$ cat src/rtl/pwm_pkg.sv
`timescale 1ns/1ps
`default_nettype none
// ============================================================================
// Module      : pwm_pkg
// Description : Shared types, widths and the ramp-step helper for the
//               PWM soft-start controller.
// Revision    : 1.0 - initial release
// ============================================================================
package pwm_pkg;

    localparam int DUTY_W     = 5;
    localparam int PERIOD_LEN = 32;
    localparam int PCNT_W     = $clog2(PERIOD_LEN);

    typedef enum logic [2:0] {
        ST_IDLE  = 3'd0,
        ST_ARMED = 3'd1,
        ST_RAMP  = 3'd2,
        ST_HOLD  = 3'd3,
        ST_STOP  = 3'd4
    } state_t;

    // Move cur toward tgt by at most step, never past tgt. Done one bit wider
    // than the duty code so the intermediate sum cannot wrap.
    function automatic logic [DUTY_W-1:0] ramp_next(
        input logic [DUTY_W-1:0] cur,
        input logic [DUTY_W-1:0] tgt,
        input logic [DUTY_W:0]   step
    );
        logic [DUTY_W:0] w_c;
        logic [DUTY_W:0] w_t;
        logic [DUTY_W:0] w_dist;
        logic [DUTY_W:0] w_delta;
        w_c     = {1'b0, cur};
        w_t     = {1'b0, tgt};
        w_dist  = (w_t >= w_c) ? (w_t - w_c) : (w_c - w_t);
        w_delta = (w_dist < step) ? w_dist : step;
        if (w_t >= w_c) begin
            return DUTY_W'(w_c + w_delta);
        end
        return DUTY_W'(w_c - w_delta);
    endfunction

endpackage
`default_nettype wire

$ cat src/rtl/pwm_period_timer.sv
`timescale 1ns/1ps
`default_nettype none
// ============================================================================
// Module      : pwm_period_timer
// Description : Free-running PWM period counter; flags the last cycle of
//               every period.
// Revision    : 1.0 - initial release
// ============================================================================
module pwm_period_timer
    import pwm_pkg::*;
(
    input  logic clk,
    input  logic rst,
    output logic o_period_tick
);

    localparam logic [PCNT_W-1:0] c_LAST = PCNT_W'(PERIOD_LEN - 1);

    logic [PCNT_W-1:0] r_count;

    // Count 0..PERIOD_LEN-1 and wrap; held at 0 while reset is asserted.
    always_ff @(posedge clk or posedge rst) begin
        if (rst) begin
            r_count <= '0;
        end else if (r_count == c_LAST) begin
            r_count <= '0;
        end else begin
            r_count <= r_count + 1'b1;
        end
    end

    assign o_period_tick = (r_count == c_LAST);

endmodule
`default_nettype wire

$ cat src/rtl/pwm_ramp_ctrl.sv
`timescale 1ns/1ps
`default_nettype none
// ============================================================================
// Module      : pwm_ramp_ctrl
// Description : Soft-start / soft-stop controller for a downstream PWM stage.
//               Duty code and enable only change on period boundaries; the
//               code walks toward the target by at most STEP every RAMP_DIV
//               periods.
// Revision    : 1.0 - initial release
// ============================================================================
module pwm_ramp_ctrl
    import pwm_pkg::*;
#(
    parameter int RAMP_DIV = 4,
    parameter int STEP     = 1
) (
    input  logic              clk,
    input  logic              rst,
    input  logic              start,
    input  logic              stop,
    input  logic              set_valid,
    input  logic [DUTY_W-1:0] set_duty,
    output logic              set_ready,
    output logic [DUTY_W-1:0] control,
    output logic              enable,
    output logic              period_tick,
    output logic              at_target
);

    localparam logic [7:0]      c_DIV_LAST = 8'(RAMP_DIV - 1);
    localparam logic [DUTY_W:0] c_STEP     = (DUTY_W + 1)'(STEP);

    state_t            r_state;
    logic [DUTY_W-1:0] r_target;
    logic [DUTY_W-1:0] r_control;
    logic              r_enable;
    logic [7:0]        r_div;

    logic              w_tick;
    logic              w_accept;
    logic              w_div_done;
    logic              w_ramping;
    logic [DUTY_W-1:0] w_stepped;

    pwm_period_timer u_timer (
        .clk           (clk),
        .rst           (rst),
        .o_period_tick (w_tick)
    );

    assign w_accept   = set_valid & set_ready;
    assign w_div_done = (r_div == c_DIV_LAST);
    assign w_ramping  = (r_state == ST_RAMP) || (r_state == ST_STOP);
    assign w_stepped  = ramp_next(r_control, r_target, c_STEP);

    // Main controller: state, target, divider, duty code and enable.
    always_ff @(posedge clk or posedge rst) begin
        if (rst) begin
            r_state   <= ST_IDLE;
            r_target  <= '0;
            r_control <= '0;
            r_enable  <= 1'b0;
            r_div     <= '0;
        end else begin
            // A setpoint taken alongside stop still handshakes but is dropped.
            if (w_accept) begin
                r_target <= stop ? '0 : set_duty;
            end
            if (stop && ((r_state == ST_RAMP) || (r_state == ST_HOLD))) begin
                r_target <= '0;
            end

            // Divider counts period ticks; a full count applies one step.
            if (w_ramping && w_tick) begin
                if (w_div_done) begin
                    r_control <= w_stepped;
                    r_div     <= '0;
                end else begin
                    r_div <= r_div + 1'b1;
                end
            end

            case (r_state)
                ST_IDLE: begin
                    if (start && !stop) begin
                        r_state <= ST_ARMED;
                    end
                end
                ST_ARMED: begin
                    if (stop) begin
                        r_state <= ST_IDLE;
                    end else if (w_tick) begin
                        r_state  <= ST_RAMP;
                        r_enable <= 1'b1;
                        r_div    <= '0;
                    end
                end
                ST_RAMP: begin
                    if (stop) begin
                        r_state <= ST_STOP;
                    end else if (r_control == r_target) begin
                        r_state <= ST_HOLD;
                    end
                end
                ST_HOLD: begin
                    if (stop) begin
                        r_state <= ST_STOP;
                    end else if (r_target != r_control) begin
                        r_state <= ST_RAMP;
                        r_div   <= '0;
                    end
                end
                ST_STOP: begin
                    if (w_tick && (r_control == '0)) begin
                        r_state  <= ST_IDLE;
                        r_enable <= 1'b0;
                        r_div    <= '0;
                    end
                end
                default: begin
                    r_state <= ST_IDLE;
                end
            endcase
        end
    end

    assign set_ready   = ~rst & (r_state != ST_STOP);
    assign control     = r_control;
    assign enable      = r_enable;
    assign period_tick = w_tick;
    assign at_target   = (r_state == ST_HOLD);

endmodule
`default_nettype wire

$ cat config.mk
export PLATFORM = sky130hd
export DESIGN_NAME = pwm_ramp_ctrl
export DESIGN_NICKNAME = d
export VERILOG_FILES = /design/src/rtl/pwm_pkg.sv /design/src/rtl/pwm_period_timer.sv /design/src/rtl/pwm_ramp_ctrl.sv
export SDC_FILE = /design/constraint.sdc
export NUM_CORES = 1
export LEC_CHECK = 0
export ABC_AREA = 0
export CORE_MARGIN = 2
export CORE_UTILIZATION = 25
export DETAILED_ROUTE_END_ITERATION = 8
export PLACE_DENSITY_LB_ADDON = 0.3
export SYNTH_ARGS = -nofsm -noshare
export SYNTH_HDL_FRONTEND = slang
export SYNTH_SLANG_ARGS = --single-unit
$ cat constraint.sdc
create_clock -name clk -period 10.8 [get_ports clk]
set_clock_uncertainty 0.05 [all_clocks]
set_input_delay 2.7 -clock clk [delete_from_list [all_inputs] [get_ports clk]]
set_output_delay 2.7 -clock clk [all_outputs]
set_load 0.01 [all_outputs]
# Word level (Yosys, flattened, before mapping)
# Cells that the tools add are included.
dict set report word_totals {
  regBits 27
  input_bits 10
  output_inout_bits 9
}
dict set report op_classes {
  n_addsub 6
  n_lt_le_gt_ge 2
  n_eq_ne 16
  muxes 30
  bitwise_logic 3
  n_reduce_logical 14
}
# operator count
set ops {}
lappend ops {{8-bit two-way mux} 7}
lappend ops {{5-bit two-way mux} 7}
lappend ops {{3-bit two-way mux} 8}
lappend ops {{8-bit one-hot mux with 3 select lines} 1}
lappend ops {{3-bit one-hot mux with 5 select lines} 1}
lappend ops {{5-bit by 5-bit subtractor with 6-bit output} 2}
lappend ops {{8-bit by 1-bit adder with 8-bit output (second input constant)} 1}
lappend ops {{8-bit by 2-bit equality test with 1-bit output (second input constant)} 1}
lappend ops {{3-bit by 2-bit equality test with 1-bit output (second input constant)} 2}
lappend ops {{6-bit by 1-bit < comparator with 1-bit output (second input constant)} 1}
lappend ops {{6-bit two-way mux} 1}
lappend ops {{2-bit != test (second input constant)} 3}
lappend ops {{3-bit by 2-bit != test with 1-bit output (second input constant)} 2}
lappend ops {{3-bit != test (second input constant)} 2}
lappend ops {{5-bit by 1-bit adder with 5-bit output (second input constant)} 1}
lappend ops {{5-bit adder} 1}
lappend ops {{5-bit equality test} 1}
lappend ops {{5-bit equality test (second input constant)} 1}
lappend ops {{5-bit >= comparator} 1}
lappend ops {{5-bit zero test} 1}
lappend ops {{5-bit != test} 1}
lappend ops {{5-bit AND reduction} 1}
lappend ops {{5-bit subtractor} 1}
lappend ops {{1-bit logical AND} 4}
lappend ops {{other kinds (13)} 19}

# Logic depth before layout (Yosys ltp)
dict set report logic_depth {
  word_depth 7
  ltp_mapped 17
  ltp_nobuf 17
}

# Modules after synthesis
# From an unflattened synthesis, not the netlist that was laid out.
dict set report unflattened {
  hier_cells 206
  hier_area_um2 1953.1
}
# module instances cells_each area_each_um2 seq_area_each_um2
set modules_own_cells {}
lappend modules_own_cells {pwm_ramp_ctrl 1 190 1740.4 550.5}
lappend modules_own_cells {pwm_period_timer 1 16 212.7 125.1}

# Worst setup path after synthesis
# OpenSTA, ideal clock, no wires.
dict set report synth_timing {
  kind {input-to-output}
  from {input port rst}
  to {output port set_ready}
  t_arrival_ps 2869
  slack_ps 5181
  stages 1
  n_path_buf 0
  cell_sequence {nor2_1}
}
dict set report synth_via {
  elab_chain_len 2
}
# element line_no
set synth_lines {}
lappend synth_lines {{start, declared} pwm_ramp_ctrl.sv:18} ;# input logic rst,
lappend synth_lines {{1-bit inverter} pwm_ramp_ctrl.sv:127} ;# assign set_ready = ~rst & (r_state != ST_STOP);
lappend synth_lines {{1-bit bitwise AND} pwm_ramp_ctrl.sv:127}
lappend synth_lines {{end, declared} pwm_ramp_ctrl.sv:23} ;# output logic set_ready,
# No other way between the ends.

# Worst setup path in the final report
# Ends and elaborated chain as after synthesis.

==> results.cfg <==
[critical_path]
required_ns = 8.05
timing.critical_path.arrival_ns = 3.76
critical_path.startpoint_type = input port
capturing_element_type_of_the_critical_path = output pin
crit_path_start = rst
worst_r2r_startpoint = control[0]$_DFFE_PP0P_
regToRegEndpoint = control[4]$_DFFE_PP0P_
path_class = input port to output pin
timing.reg2reg.setup_slack_ns = 6.68
critPathMaxFanout = 2
endpoint = set_ready
r2r.worst_path.cells = 16

[cts]
clk_latency_ns = 0.27
clkSinkCount = 27
cts_setup_buffers = 0
cts_made_buffers = 3
clk_transition_reported_paths_ns = 0.09
ctsHoldBuffers = 0
cts_max_path_buffers = 2
clock_tree.htree_level_count = 1
cts_tree = done
cts-resized-gates = 0
clk_root_buffer_cell = clkbuf_8

[grt]
vias_in_the_first_global_route = 1458
largest_net_degree_at_the_start_of_global_routing = 29
track_usage_pct = 10.4
globalRouteOverflowTotal = 0
grt.busiest_layer = met2
gr-usage-met3_pct = 1.73
antenna_found_initial = 0
grt_pass1_wl_um = 7090
groute.layer.met2.usage_pct = 16.7
groute.layer.met1.usage_pct = 14.5

[floorplan]
core_area_mm2 = 0.00737
die-area_mm2 = 0.00841
die_width_um = 91.7
num_rows = 31
top_level_ports = 19
fp.dieH_um = 91.7
initial_utilization_pct = 26.1

[synthesis]
async_reset_ff_share_pct = 100
yosysSeqAreaShare_pct = 35.1
instance_count_of_the_mapped_netlist = 205
synthesis.yosys.warnings = 0
synthesis.nets = 236
synth_edf_count = 0
synthDistinctLibCells = 52
post_synthesis_register_bit_count = 27
postSynth.topFlopCell = dfrtp_1
synth.avg_cell_area_um2 = 9.38
post_synthesis_instance_area_mm2 = 0.00192

[routing]
drtIter0Drc = 39
post_drt_wl_per_cell_um = 13.1
vias_per_cell = 4.63
drt_pass1_iterations = 4
route.final.wire_length_um = 4200
post-route-drc-count = 0
detailroute.via_count = 1485
postRouteAntennaNets = 0

[place]
dp.final_hpwl_um = 3260
place.port_buffers = 18
finalWeightedCongestion = 0.770

[timing]
finalWorstPathRequiredPeriod_ns = 6.51
slew_headroom_pct = 29.5
finalCritPeriodShare_pct = 60.3
max_slew.worst_pin.slew_ns = 1.06
rsz0062_at_grt = false
timing_hold_violations_final = 0
maxSlewViolCount = 0
setup_tns_ns = 0
max_frequency_mhz = 154
setup-violations-final = 0

[layout]
nNetsFinal = 254
finalCoreUtilization_pct = 30.5
area_growth_syn_to_layout_pct = 16.8
layout-drive-gt1-share_pct = 4.95
num_antenna_cells = 0

[power_and_ir_drop]
peakVddDrop_v = 0.0000559
p_per_area_mw_per_mm2 = 111
power_frac_seq_pct = 50.7
cellInternalPower_uw = 172
switching_power_as_a_share_of_total_power_pct = 31.0
clock_power_share_pct = 22.9
power.net_switching_uw = 77.2
static-leakage-power_nw = 0.960
power.share.combinational_pct = 26.4

[min_path]
startpoint_of_the_lowest_slack_hold_path = u_timer.r_count[0]$_DFF_PP0_
min-delay-path-class = register to register

[run_status]
run_status = finished clean

[run]
drv_cap = 0
[per-layer routing]
layer,vias up,part of all wire (%)
met4,0,1.0
met3,5,2.2
met1,714,49
met2,16,47
met5,-,0
li1,750,-
[critical path, stage by stage]
cell and delay, ns:
clkdlybuf4s50_1 0.42, nor2_1 0.11, clkdlybuf4s50_1 0.54
[cells in the mapped netlist (5+ instances only)]
cell,number,share of area [%]
dfrtp_1,27,35
nor2_1,19,3.7
ha_1,18,12
inv_1,17,3.3
nand2_1,16,3.1
o21ai_0,10,2.6
a21oi_1,9,2.3
nor3_1,8,2.1
xnor2_1,7,3.2
xor2_1,6,2.7
a22o_1,5,2.3
and2_1,5,1.6
[worst min-delay path by stage]
stage                                   endpoint  cells after the start
floorplan           u_timer.r_count[0]$_DFF_PP0_                      1
global placement    u_timer.r_count[0]$_DFF_PP0_                      1
detailed placement  u_timer.r_count[0]$_DFF_PP0_                      1
CTS                 u_timer.r_count[0]$_DFF_PP0_                      1
global route        u_timer.r_count[0]$_DFF_PP0_                      1
finish              u_timer.r_count[0]$_DFF_PP0_                      1
[power groups by stage]
stage	clock network, mW	logic (mW)	registers (mW)
floorplan	0	0.0503	0.125
global placement	0	0.0650	0.128
detailed placement	0	0.0664	0.128
CTS	0.0604	0.0667	0.126
global route	0.0633	0.0754	0.129
finish	0.0572	0.0657	0.126
[flip-flops by register name, summed over array words and instances, names as in the netlist]
| name | cells |
|---|---|
| u_timer.r_count | 5 |
| enable | 1 |
| r_target | 5 |
| control | 5 |
| r_state | 3 |
| r_div | 8 |
[cell families after synthesis]
kind of cell | synth area share (%)
AOI/OAI and AO/OA | 14.8
xor gates and xnor gates | 6.77
adders and majority gates | 14.8
buffers and inverters | 4.68
DFF | 35.1
muxes | 1.76
other | 0.195
and+or+nand+nor | 21.8
[placed cells by master, fill, tap and decap left out, types with 6 or more instances in the layout]
cell type,netlist,routed
nand2_1,16,16
nor3_1,8,8
inv_1,17,17
dfrtp_1,27,27
clkdlybuf4s50_1,0,18
ha_1,18,18
o21ai_0,10,10
nor2_1,19,19
a21oi_1,9,9
xnor2_1,7,7
xor2_1,6,6
[through the flow]
stage                     total power, mW  setup WS, ns  instance area [um^2]  hold WS [ns]  instances
final                               0.249          4.29                  2250         0.406        321
after global routing                0.268          4.25                  2250         0.434        321
after CTS                           0.253          4.28                  2250         0.409        321
after detailed placement            0.195          4.28                  2200         0.396        317
after global placement              0.193          4.29                  2200         0.391        317
after floorplan                     0.175          5.18                  1920         0.375        205
[layout make-up]
type	instances	area, um^2
Fill cell	814	5120
Multi-Input combinational cell	156	1160
Sequential cell	27	676
Timing Repair Buffer	18	180
Tap cell	99	124
Inverter	17	63.8
Clock buffer	4	45.0
(Power assumes the default switching activity.)
